File: src/rtl/rv_pkg.sv
// rv_pkg: shared RV32I front-end definitions (opcodes, reset/bubble words, helpers).
// Latency: n/a (declarations only).
// Backpressure: n/a.
package rv_pkg;

   // opcode field inst[6:2]; the two low bits are always 2'b11 for RV32I
   localparam logic [4:0] OP_LOAD   = 5'b00000;
   localparam logic [4:0] OP_IMM    = 5'b00100;
   localparam logic [4:0] OP_JAL    = 5'b11011;
   localparam logic [4:0] OP_JALR   = 5'b11001;
   localparam logic [4:0] OP_BRANCH = 5'b11000;
   localparam logic [4:0] OP_STORE  = 5'b01000;
   localparam logic [4:0] OP_R      = 5'b01100;
   localparam logic [4:0] OP_LUI    = 5'b01101;
   localparam logic [4:0] OP_AUIPC  = 5'b00101;

   // addi x0,x0,0 -- the pipeline bubble
   localparam logic [31:0] NOP_INST         = 32'h0000_0013;
   localparam logic [31:0] RESET_PC_DEFAULT = 32'h0000_0000;

   // what the front end does on a given clock edge, in priority order
   typedef enum logic [1:0] {
      ACT_ADVANCE  = 2'd0,
      ACT_STALL    = 2'd1,
      ACT_REDIRECT = 2'd2
   } fetch_act_t;

   // saturating 32-bit increment for event counters
   function automatic logic [31:0] sat_inc32(input logic [31:0] v);
      return (v == 32'hFFFF_FFFF) ? v : v + 32'd1;
   endfunction

endpackage

File: src/rtl/inst_field_slicer.sv
// inst_field_slicer: splits an RV32I instruction word into its decode fields.
// Latency: combinational, zero cycles.
// Backpressure: none; pure function of the input word.
// Ports: i_inst[31:2] in (inst[1:0] carries no decode information);
//        o_op, o_f3, o_rd, o_rs1, o_rs2, o_f7 out.
module inst_field_slicer (
   input  logic [31:2] i_inst,
   output logic [4:0]  o_op,
   output logic [2:0]  o_f3,
   output logic [4:0]  o_rd,
   output logic [4:0]  o_rs1,
   output logic [4:0]  o_rs2,
   output logic [6:0]  o_f7
);

   assign o_op  = i_inst[6:2];
   assign o_rd  = i_inst[11:7];
   assign o_f3  = i_inst[14:12];
   assign o_rs1 = i_inst[19:15];
   assign o_rs2 = i_inst[24:20];
   assign o_f7  = i_inst[31:25];

endmodule

File: src/rtl/fetch_decode_stage.sv
// fetch_decode_stage: F-stage PC, instruction-memory address and D-stage instruction.
// Latency: word at im_addr=A appears on D_inst one cycle later (synchronous IM).
// Backpressure: stall holds F and D (D word replayed from a hold buffer);
//               next_pc_sel redirects and wins over stall, costing one D bubble.
// Ports: clk, rst_n (async active-low); stall, next_pc_sel, jb_target[31:0] from
//        the hazard controller / E stage; im_addr out, im_rdata in; D_pc, D_inst,
//        D_valid and decode fields op/f3/rd/rs1/rs2/f7 out.
// Build option: define FETCH_PERF_CNT_EN to add saturating perf_fetch_cnt,
//               perf_stall_cnt and perf_flush_cnt outputs.
module fetch_decode_stage #(
   parameter logic [31:0] RESET_PC = rv_pkg::RESET_PC_DEFAULT,
   parameter logic [31:0] NOP_INST = rv_pkg::NOP_INST
) (
   input  logic        clk,
   input  logic        rst_n,
   input  logic        stall,
   input  logic        next_pc_sel,
   input  logic [31:0] jb_target,
   output logic [31:0] im_addr,
   input  logic [31:0] im_rdata,
   output logic [31:0] D_pc,
   output logic [31:0] D_inst,
   output logic        D_valid,
   output logic [4:0]  op,
   output logic [2:0]  f3,
   output logic [4:0]  rd,
   output logic [4:0]  rs1,
   output logic [4:0]  rs2,
`ifdef FETCH_PERF_CNT_EN
   output logic [6:0]  f7,
   output logic [31:0] perf_fetch_cnt,
   output logic [31:0] perf_stall_cnt,
   output logic [31:0] perf_flush_cnt
`else
   output logic [6:0]  f7
`endif
);

   import rv_pkg::*;

   logic [31:0] r_f_pc;
   logic [31:0] r_d_pc;
   logic        r_kill_q;
   logic        r_hold_valid;
   logic [31:0] r_hold_inst;

   logic [31:0] w_d_inst;
   fetch_act_t  w_act;
   logic        w_unused;

   // targets are word aligned; the low bits of jb_target are dropped
   assign w_unused = &{1'b1, jb_target[1:0]};

   // redirect beats stall: the stalled D word is on the wrong path anyway
   always_comb begin
      w_act = ACT_ADVANCE;
      if (next_pc_sel) begin
         w_act = ACT_REDIRECT;
      end else if (stall) begin
         w_act = ACT_STALL;
      end
   end

   // im_rdata only tracks im_addr with one cycle lag, so once a stall has
   // held F for an edge the D word must come from the hold buffer instead
   assign w_d_inst = r_kill_q     ? NOP_INST    :
                     r_hold_valid ? r_hold_inst : im_rdata;

   always_ff @(posedge clk or negedge rst_n) begin
      if (!rst_n) begin
         r_f_pc       <= RESET_PC;
         r_d_pc       <= 32'h0000_0000;
         r_kill_q     <= 1'b1;
         r_hold_valid <= 1'b0;
         r_hold_inst  <= NOP_INST;
      end else begin
         case (w_act)
            ACT_REDIRECT: begin
               r_f_pc       <= {jb_target[31:2], 2'b00};
               r_d_pc       <= r_f_pc;
               // the word fetched at the old F_pc arrives next cycle: kill it
               r_kill_q     <= 1'b1;
               r_hold_valid <= 1'b0;
            end
            ACT_STALL: begin
               // capture only on the first stall edge; later edges would
               // capture im_rdata already advanced to the next word
               if (!r_hold_valid) begin
                  r_hold_inst  <= w_d_inst;
                  r_hold_valid <= 1'b1;
               end
            end
            default: begin
               r_f_pc       <= r_f_pc + 32'd4;
               r_d_pc       <= r_f_pc;
               r_kill_q     <= 1'b0;
               r_hold_valid <= 1'b0;
            end
         endcase
      end
   end

`ifdef FETCH_PERF_CNT_EN
   logic [31:0] r_perf_fetch;
   logic [31:0] r_perf_stall;
   logic [31:0] r_perf_flush;

   always_ff @(posedge clk or negedge rst_n) begin
      if (!rst_n) begin
         r_perf_fetch <= 32'h0000_0000;
         r_perf_stall <= 32'h0000_0000;
         r_perf_flush <= 32'h0000_0000;
      end else begin
         case (w_act)
            ACT_REDIRECT: r_perf_flush <= sat_inc32(r_perf_flush);
            ACT_STALL:    r_perf_stall <= sat_inc32(r_perf_stall);
            default: begin
               // only count edges that retire a real word out of D
               if (!r_kill_q) begin
                  r_perf_fetch <= sat_inc32(r_perf_fetch);
               end
            end
         endcase
      end
   end

   assign perf_fetch_cnt = r_perf_fetch;
   assign perf_stall_cnt = r_perf_stall;
   assign perf_flush_cnt = r_perf_flush;
`endif

   assign im_addr = r_f_pc;
   assign D_pc    = r_d_pc;
   assign D_inst  = w_d_inst;
   assign D_valid = ~r_kill_q;

   inst_field_slicer u_slicer (
      .i_inst (w_d_inst[31:2]),
      .o_op   (op),
      .o_f3   (f3),
      .o_rd   (rd),
      .o_rs1  (rs1),
      .o_rs2  (rs2),
      .o_f7   (f7)
   );

endmodule

File: config.mk
export PLATFORM = sky130hd
export DESIGN_NAME = fetch_decode_stage
export DESIGN_NICKNAME = d
export VERILOG_FILES = /design/src/rtl/rv_pkg.sv /design/src/rtl/inst_field_slicer.sv /design/src/rtl/fetch_decode_stage.sv
export SDC_FILE = /design/constraint.sdc
export NUM_CORES = 1
export LEC_CHECK = 0
export CAP_MARGIN = 20
export CORE_MARGIN = 2
export CORE_UTILIZATION = 38
export CTS_CLUSTER_DIAMETER = 80
export DETAILED_ROUTE_END_ITERATION = 16
export HOLD_SLACK_MARGIN = 0.12
export MAX_ROUTING_LAYER = met4
export PLACE_DENSITY_LB_ADDON = 0.2
export SETUP_SLACK_MARGIN = 0.4
export SKIP_CTS_REPAIR_TIMING = 1
export SYNTH_ARGS = -nofsm -noshare
export SYNTH_HDL_FRONTEND = slang
export SYNTH_HIERARCHICAL = 1
export SYNTH_SLANG_ARGS = --single-unit
File: constraint.sdc
create_clock -name clk -period 2.2 [get_ports clk]
set_input_delay 0.22 -clock clk [delete_from_list [all_inputs] [get_ports clk]]
set_output_delay 0.22 -clock clk [all_outputs]
set_load 0.02 [all_outputs]
==> flow_metrics.tcl, run 1 <==
set metrics [dict create \
    fill_cells 1096 \
    multi_input_comb_area_um2 2081 \
    grt_antenna_before_repair 0 \
    cts_buffer_depth 2 \
    status "finished clean" \
    setup_violations 0 \
    yosysSeqAreaShare_pct 49.23 \
    r2r_slack_ps 210 \
    fp-row-count 41 \
    syn_inst 452 \
    hp-class "in -> async" \
    cts.sinks 94 \
    first_pass_iters 4 \
    placeableCoreArea_um2 12470 \
    grt_start_max_net_pins 36 \
    nets 719 \
    synth_area_um2 4788 \
    synth-seq-cells 94 \
    rsz0062_at_grt "true" \
    routed_wl_mm 13.59 \
    cts_root_buf "clkbuf_16" \
    worst_ir_drop_vdd_uv 328.3 \
    ys_warn_count 6 \
    worst_slack_ps 206.5 \
    clk_pin_slew_ps 70 \
    period_share_pct 90.61 \
    drc 0 \
    ys_types 32 \
    cts_tree "built" \
    ioPinCount 195 \
    track_usage_pct 19.64 \
    area_growth_pct 53.12 \
    final_antenna_net_count 0 \
    grt_pass1_wl_mm 20.15 \
    p_per_area_nw_per_um2 678.6 \
    dr.first_iter.drc_count 172 \
    finalHoldViolCount 0 \
    vias_per_cell 5.002 \
    layout_common_cells "clkdlybuf4s50_1, dfrtp_1, mux2_2" \
    initial_core_util_pct 38.41 \
    syn_avg_cell_area_um2 10.59 \
    clkLatencyLatePin_ps 340 \
    place.port_buffers 188 \
    path_max_fanout 8 \
    rr_endpoint "im_addr[31]" \
    gp_congestion 0.8375 \
    utilization_pct 58.82 \
    maxCapViolCount 0 \
    cts-buffers-inserted 9 \
    finalCriticalPeriod_ps 1993 \
    critPathRequiredTime_ps 2460 \
    via_count 4137 \
    skew_ps 7.163 \
    grt_pass1_vias 3957 \
    worstPathArrival_ps 2260 \
    drv_slew 0 \
    die_height_um 116.3 \
    dp_hpwl_mm 9.205 \
    cp-end-kind "register" \
    p_leak_nw 3.591 \
    seqCellArea_um2 2384 \
    place_ws_ps -40.81 \
    reg2reg_depth 4 \
    dieArea_um2 13520 \
    r2r_start "im_addr[20]" \
    htreeDepth 3 \
    final_common_cell "clkdlybuf4s50_1" \
    overflow 0 \
    clock.fmax_ghz 0.5016 \
    critPathLaunchType "register" \
    crit_type "reg -> reg" \
    antenna_cells 0 \
    wire_per_inst_um 16.43 \
    fp.dieW_um 116.3 \
    layout-drive-gt1-share_pct 29.47 \
]
## through the flow
stage	area [um^2]	power, mW	hold WS (ps)	setup TNS [ps]	cells
after floorplan	4846	2.761	-75.59	0	455
after global placement	6734	3.360	196.7	-30.32	772
after detailed placement	6734	3.390	203.4	-55.42	772
after CTS	7025	4.954	-163.1	-3377	788
after global routing	7332	5.210	437.3	0	827
final	7332	4.975	401.8	0	827
## logic make-up (layout without fill, tap and decap cells)
kind of cell	Yosys count	after routing	synth area share, %
and+or+nand+nor	132	132	13.56
DFF	94	94	49.23
muxes	86	86	19.36
buffers and inverters	70	270	8.440
AOI/OAI and AO/OA	55	55	6.689
xor gates and xnor gates	13	13	2.378
adders and majority gates	1	1	0.2613
other	1	4	0.07832
## worst max-delay path by stage
stage,from,endpoint,slack [ps],cells past startpoint
after floorplan,im_addr[21],im_addr[30],270,5
after global placement,stall,im_addr[31],-30,6
after detailed placement,stall,im_addr[31],-40,6
after CTS,r_hold_valid,D_inst[6],-170,4
after global routing,im_addr[20],im_addr[31],130,4
final,im_addr[20],im_addr[31],210,4
## final cells by class
class	instances	area share (%)
inverter	8	0.4096
tap	172	2.935
clock inverter	6	0.8532
timing repair buffer	246	31.79
clock buffer	10	3.123
multi-input combinational	291	28.38
sequential	94	32.51
## state kept, by name, indices dropped and copies added (netlist names)
register / flops
D_pc: 30
r_hold_valid: 1
r_kill_q: 1
im_addr: 30
r_hold_inst: 32
## synthesized netlist by cell type
library cell,count,share of area [%]
xnor2_1,7,1.3
buf_1,5,0.39
nand4b_4,1,0.50
ha_1,1,0.26
and4_1,3,0.55
or4_4,1,0.24
nand2b_1,1,0.13
dfrtp_1,90,47
and4b_1,1,0.21
nand2_1,35,2.7
o31ai_1,10,1.6
or2_2,1,0.13
buf_2,2,0.21
xor2_1,6,1.1
conb_1,1,0.078
buf_4,35,5.5
o21ai_0,29,3.0
clkbuf_1,19,1.5
mux2_2,53,12
dfstp_2,4,2.2
nand3_1,10,1.0
or4_1,11,1.7
nor3_1,1,0.10
mux2i_1,33,6.9
buf_6,1,0.24
nor2b_1,3,0.39
or3_1,6,0.78
nand4_1,7,0.91
a31oi_1,16,2.1
nor4_1,2,0.26
inv_1,8,0.63
nor2_1,49,3.8
## critical path, cell delays in order (launching register included)
cell     delay [ps]
dfrtp_2         420
nand4_1         170
or4_4           630
or4_4           530
a31oi_1         170
## power by group
part | leakage [nW] | internal, mW | switching [mW]
Sequential | 1.12 | 1.94 | 0.142
Clock | 0.134 | 0.878 | 0.681
Combinational | 2.34 | 0.685 | 0.652
Total | 3.59 | 3.50 | 1.48
## routing by layer
metal	vias up	wire (um)	GRT usage [%]
li1	1949	-	-
met1	2017	5765	23.80
met2	152	6620	32.64
met3	19	944	3.788
met4	0	255	7.302
met5	-	0	-
(Power assumes the default switching activity.)
==> inputs of run 2 (changes only) <==
--- a/config.mk
+++ b/config.mk
@@ -7,10 +7,10 @@
 export LEC_CHECK = 0
 export CAP_MARGIN = 20
 export CORE_MARGIN = 2
-export CORE_UTILIZATION = 38
+export CORE_UTILIZATION = 42
 export CTS_CLUSTER_DIAMETER = 80
 export DETAILED_ROUTE_END_ITERATION = 16
-export HOLD_SLACK_MARGIN = 0.12
+export HOLD_SLACK_MARGIN = 0.08
 export MAX_ROUTING_LAYER = met4
 export PLACE_DENSITY_LB_ADDON = 0.2
 export SETUP_SLACK_MARGIN = 0.4
==> run 2 against run 1 <==
  * Sequential share of layout area rose by 0.090 points
  * Die area fell by 9.2%
  * Non-clock buffer count did not move
  * Sequential power barely moved
  * Total power fell by 2.5%
  * Cell area fell by 0.12%
  * Global-route usage rose by 1.1 points
==> flow_metrics.tcl, run 2 (same netlist as run 1, synthesis figures left out) <==
set metrics [dict create \
    status "finished clean" \
    routed_wl_mm 13.27 \
    place_area_um2 6701 \
    layout-drive-gt1-share_pct 31.10 \
    place.port_buffers 188 \
    cts_buffer_depth 2 \
    nets 720 \
    worst_ir_drop_vdd_uv 402.3 \
    dieArea_um2 12270 \
    worst_slack_ps 220.1 \
    crit_chain "nand4b_4, or4_4, buf_6, buf_12, or4_1, a31oi_1" \
    grt_start_max_net_pins 54 \
    holdWs_ps 327.0 \
    utilization_pct 66.68 \
    placeableCoreArea_um2 10980 \
    cts.sinks 94 \
    period_share_pct 90.00 \
    critPathRequiredTime_ps 2450 \
    final_common_cell "clkdlybuf4s50_1" \
    critPathLaunchType "register" \
    first_pass_iters 4 \
    via_count 4123 \
    critPathSlowestCell "or4_4" \
    clk_pin_slew_ps 60 \
    grt_use_met1_pct 25.92 \
    die_height_um 110.8 \
    hp-class "in -> async" \
    grt_pass1_wl_mm 20.31 \
    htreeDepth 3 \
    dr.first_iter.drc_count 180 \
    crit_type "reg -> reg" \
    final-instance-count-excl-fill 796 \
    max_flop_register "r_hold_inst" \
    grt_pass1_vias 4005 \
    layout_common_cells "clkdlybuf4s50_1, dfrtp_1, mux2_2" \
    multi_input_comb_area_um2 2150 \
    final_antenna_net_count 0 \
    fp.dieW_um 110.8 \
    clock.fmax_ghz 0.5051 \
    fill_cells 884 \
    setup_tns_ps 0 \
    cts_root_buf "clkbuf_16" \
    place_ws_ps 9.445 \
    drv_slew 0 \
    worst_path_largest_cell_delay_ps 570 \
    rsz0062_at_grt "true" \
    clkLatencyLatePin_ps 330 \
    dp_cells 741 \
    fp-row-count 38 \
    path_max_fanout 6 \
    gp_congestion 0.8062 \
    setup_violations 0 \
    maxCapViolCount 0 \
    worstPathArrival_ps 2230 \
    cp-end-kind "register" \
    area_growth_pct 52.94 \
    cts-buffers-inserted 9 \
    vias_per_cell 5.180 \
    ioPinCount 195 \
    p_per_area_nw_per_um2 662.3 \
    finalCriticalPeriod_ps 1980 \
    skew_ps 7.106 \
    dp_hpwl_mm 9.061 \
    drc 0 \
    cts_tree "built" \
    p_leak_nw 3.543 \
    top_usage_layer "met2" \
    wire_per_inst_um 16.67 \
    met3_usage_pct 3.390 \
    track_usage_pct 20.74 \
    fin_area_um2 7323 \
    largest_register_ffs 32 \
    grt_use_met2_pct 34.56 \
    grt_antenna_before_repair 0 \
    antenna_cells 0 \
    total_power_mw 4.850 \
    finalHoldViolCount 0 \
    overflow 0 \
    seqCellArea_um2 2387 \
    initial_core_util_pct 43.60 \
]
-- run 2: changes by cell type in the layout (fill, tap and decap cells not counted), sizes merged --
| cell | change |
|---|---|
| or4 | +1 |
| buf | -1 |
| clkdlybuf4s50 | -1 |
| bufinv | -1 |
| clkbuf | +10 |
| dlymetal6s2s | -4 |
| clkinvlp | -3 |
-- run 2: path summary, 6_finish.rpt --
| path | slack (ps) | depth (start not counted) | startpoint | endpoint |
|---|---|---|---|---|
| max | 220 | 6 | im_addr[5] | im_addr[21] |
| min | 330 | 2 | rst_n | D_pc[11] |
| max reg2reg | 220 | 6 | im_addr[5] | im_addr[21] |
| min reg2reg | 480 | 2 | r_hold_inst[0] | r_hold_inst[0] |
| max in group asynchronous | 1250 | 3 | rst_n | r_hold_inst[1] |
| min in group clk | 450 | 3 | jb_target[3] | im_addr[3] |
-- run 2: area by class of cell --
class	instances	area share, %
inverters	8	0.4100
multi-input cells	292	29.35
clock buffers	14	3.605
well taps	140	2.392
clock inverters	2	0.1367
flip-flops and latches	94	32.60
repair buffers	246	31.51
-- run 2: power breakdown --
group	leakage [nW]	switching [mW]	internal [mW]
sequential	1.12	0.154	1.94
combinational	2.29	0.644	0.677
clock	0.137	0.610	0.826
-- run 2: per-layer routing --
layer / vias up / wire length [um]
met1: 2029 / 5613
met3: 12 / 599
met4: 0 / 149
li1: 1952 / -
met2: 130 / 6910
met5: - / 0
-- run 2: worst max-delay path, delay by kind of cell (launching register included) --
family	cells	cell delay, ps
AND/OR/NAND/NOR	3	1080
flip-flops	1	410
buffers and inverters	2	280
AO/OA/AOI/OAI	1	140
==> inputs of run 3 (changes only) <==
--- a/config.mk
+++ b/config.mk
@@ -9,7 +9,9 @@
 export CORE_MARGIN = 2
 export CORE_UTILIZATION = 42
 export CTS_CLUSTER_DIAMETER = 80
+export CTS_CLUSTER_SIZE = 20
 export DETAILED_ROUTE_END_ITERATION = 16
+export GPL_TIMING_DRIVEN = 0
 export HOLD_SLACK_MARGIN = 0.08
 export MAX_ROUTING_LAYER = met4
 export PLACE_DENSITY_LB_ADDON = 0.2
==> run 3 against run 2 <==
  * Flip-flop and latch count did not move
  * Core utilization grew 7.0 points
  * Critical endpoint is now im_addr[27]
  * Cell count is 6.8% higher
  * Maximum frequency fell by 2.8%
  * Sequential share of layout area decreased by 3.2 points
  * Highest routed layer unchanged
==> flow_metrics.tcl, run 3 (same netlist as run 1, synthesis figures left out) <==
set metrics [dict create \
    p_leak_nw 3.556 \
    worst_ir_drop_vdd_uv 370.8 \
    cts_root_buf "clkbuf_16" \
    nets 774 \
    drc 0 \
    met3_usage_pct 3.390 \
    fp.dieW_um 110.8 \
    first_pass_iters 6 \
    fill_cells 751 \
    path_max_fanout 5 \
    overflow 0 \
    routed_wl_mm 14.89 \
    vias_per_cell 5.158 \
    status "finished clean" \
    grt_use_met1_pct 29.62 \
    cts-buffers-inserted 9 \
    initial_core_util_pct 43.60 \
    skew_ps 7.040 \
    cp-end-kind "register" \
    htreeDepth 3 \
    top_usage_layer "met2" \
    worst_slack_ps 163.7 \
    critPathRequiredTime_ps 2460 \
    via_count 4384 \
    total_power_mw 5.310 \
    drv_slew 0 \
    p_per_area_nw_per_um2 656.1 \
    clkLatencyLatePin_ps 340 \
    track_usage_pct 22.26 \
    grt_pass1_vias 4104 \
    worstPathArrival_ps 2290 \
    critPathLaunchType "register" \
    reg2reg_depth 5 \
    layout-drive-gt1-share_pct 44.23 \
    utilization_pct 73.70 \
    grt_antenna_before_repair 0 \
    finalHoldViolCount 0 \
    cts_tree "built" \
    area_growth_pct 69.04 \
    layout_common_cells "clkdlybuf4s50_1, buf_4, dfrtp_1" \
    gp_congestion 0.8202 \
    grt_start_max_net_pins 51 \
    place_ws_ps -270.9 \
    grt_use_met2_pct 35.54 \
    cts_buffer_depth 2 \
    placeableCoreArea_um2 10980 \
    antenna_cells 0 \
    holdPathStages 3 \
    final_common_cell "clkdlybuf4s50_1" \
    dr.first_iter.drc_count 237 \
    hp-class "in -> reg" \
    finalCriticalPeriod_ps 2036 \
    tightest_slew_ps 612.5 \
    max_flop_register "r_hold_inst" \
    clk_pin_slew_ps 70 \
    cts.sinks 94 \
    setup_violations 0 \
    grt_pass1_wl_mm 21.71 \
    period_share_pct 92.56 \
    fp-row-count 38 \
    r2r_slack_ps 160 \
    ioPinCount 195 \
    crit_type "reg -> reg" \
    place.port_buffers 187 \
    rsz0062_at_grt "true" \
    clock.fmax_ghz 0.4911 \
    dieArea_um2 12270 \
    max-slew-margin-rel_pct 59.17 \
    final_antenna_net_count 0 \
    dp_hpwl_mm 9.536 \
    die_height_um 110.8 \
    holdWs_ps 102.5 \
    wire_per_inst_um 17.51 \
    largest_register_ffs 32 \
    maxCapViolCount 0 \
]
==> run 3: cell types whose count changed in the layout (fill, tap and decap cells not counted), moves of 3 or more <==
cell	before	now
buf_6	4	50
buf_4	50	83
dlymetal6s2s_1	32	4
nor2_1	42	22
clkbuf_2	31	18
mux2i_1	33	20
nor2_2	7	19
mux2i_4	0	8
nor2_4	0	8
mux2i_2	0	5
buf_8	0	4
clkbuf_1	3	7
clkbuf_16	9	12
==> run 3: worst max-delay path, cell delays in order, from the launching register on <==
cell and delay (ps):
dfrtp_2 400, nand4_1 190, or4_4 610, buf_6 140, or4_4 410, a31oi_2 200
==> run 3: area by class of cell <==
class	instances	area (um^2)	share of cell area, %
sequential	94	2382	29.43
tap	140	175.2	2.164
clock buffer	13	280.3	3.463
timing repair buffer	239	2341	28.92
clock inverter	3	40.04	0.4947
buffer	62	525.5	6.493
inverter	8	30.03	0.3710
multi-input combinational	291	2320	28.66
==> run 3: final timing paths <==
kind	start	to
worst max-delay path	im_addr[23]	im_addr[27]
worst min-delay path	stall	r_kill_q
worst max register to register	im_addr[23]	im_addr[27]
worst min register to register	r_hold_inst[4]	r_hold_inst[4]
max in group asynchronous	rst_n	r_hold_inst[4]
min in group asynchronous	rst_n	im_addr[11]
==> run 3: metal layers <==
layer,up-vias,wire (um)
met1,2164,6276
met3,13,671
met5,-,0
met2,151,7789
li1,2056,-
met4,0,148
==> run 3: power by group <==
group	internal [mW]	switching, mW
registers	1.94	0.166
logic	0.825	0.717
clock network	1.00	0.662
==> run 3: stage by stage <==
step	area, um^2	TNS, ps	std cells
global route	8094	0	850
floorplan	4846	0	455
global placement	6893	-258310	782
CTS	7238	-22500	799
finish	8094	0	850
detailed placement	6918	-7851	783
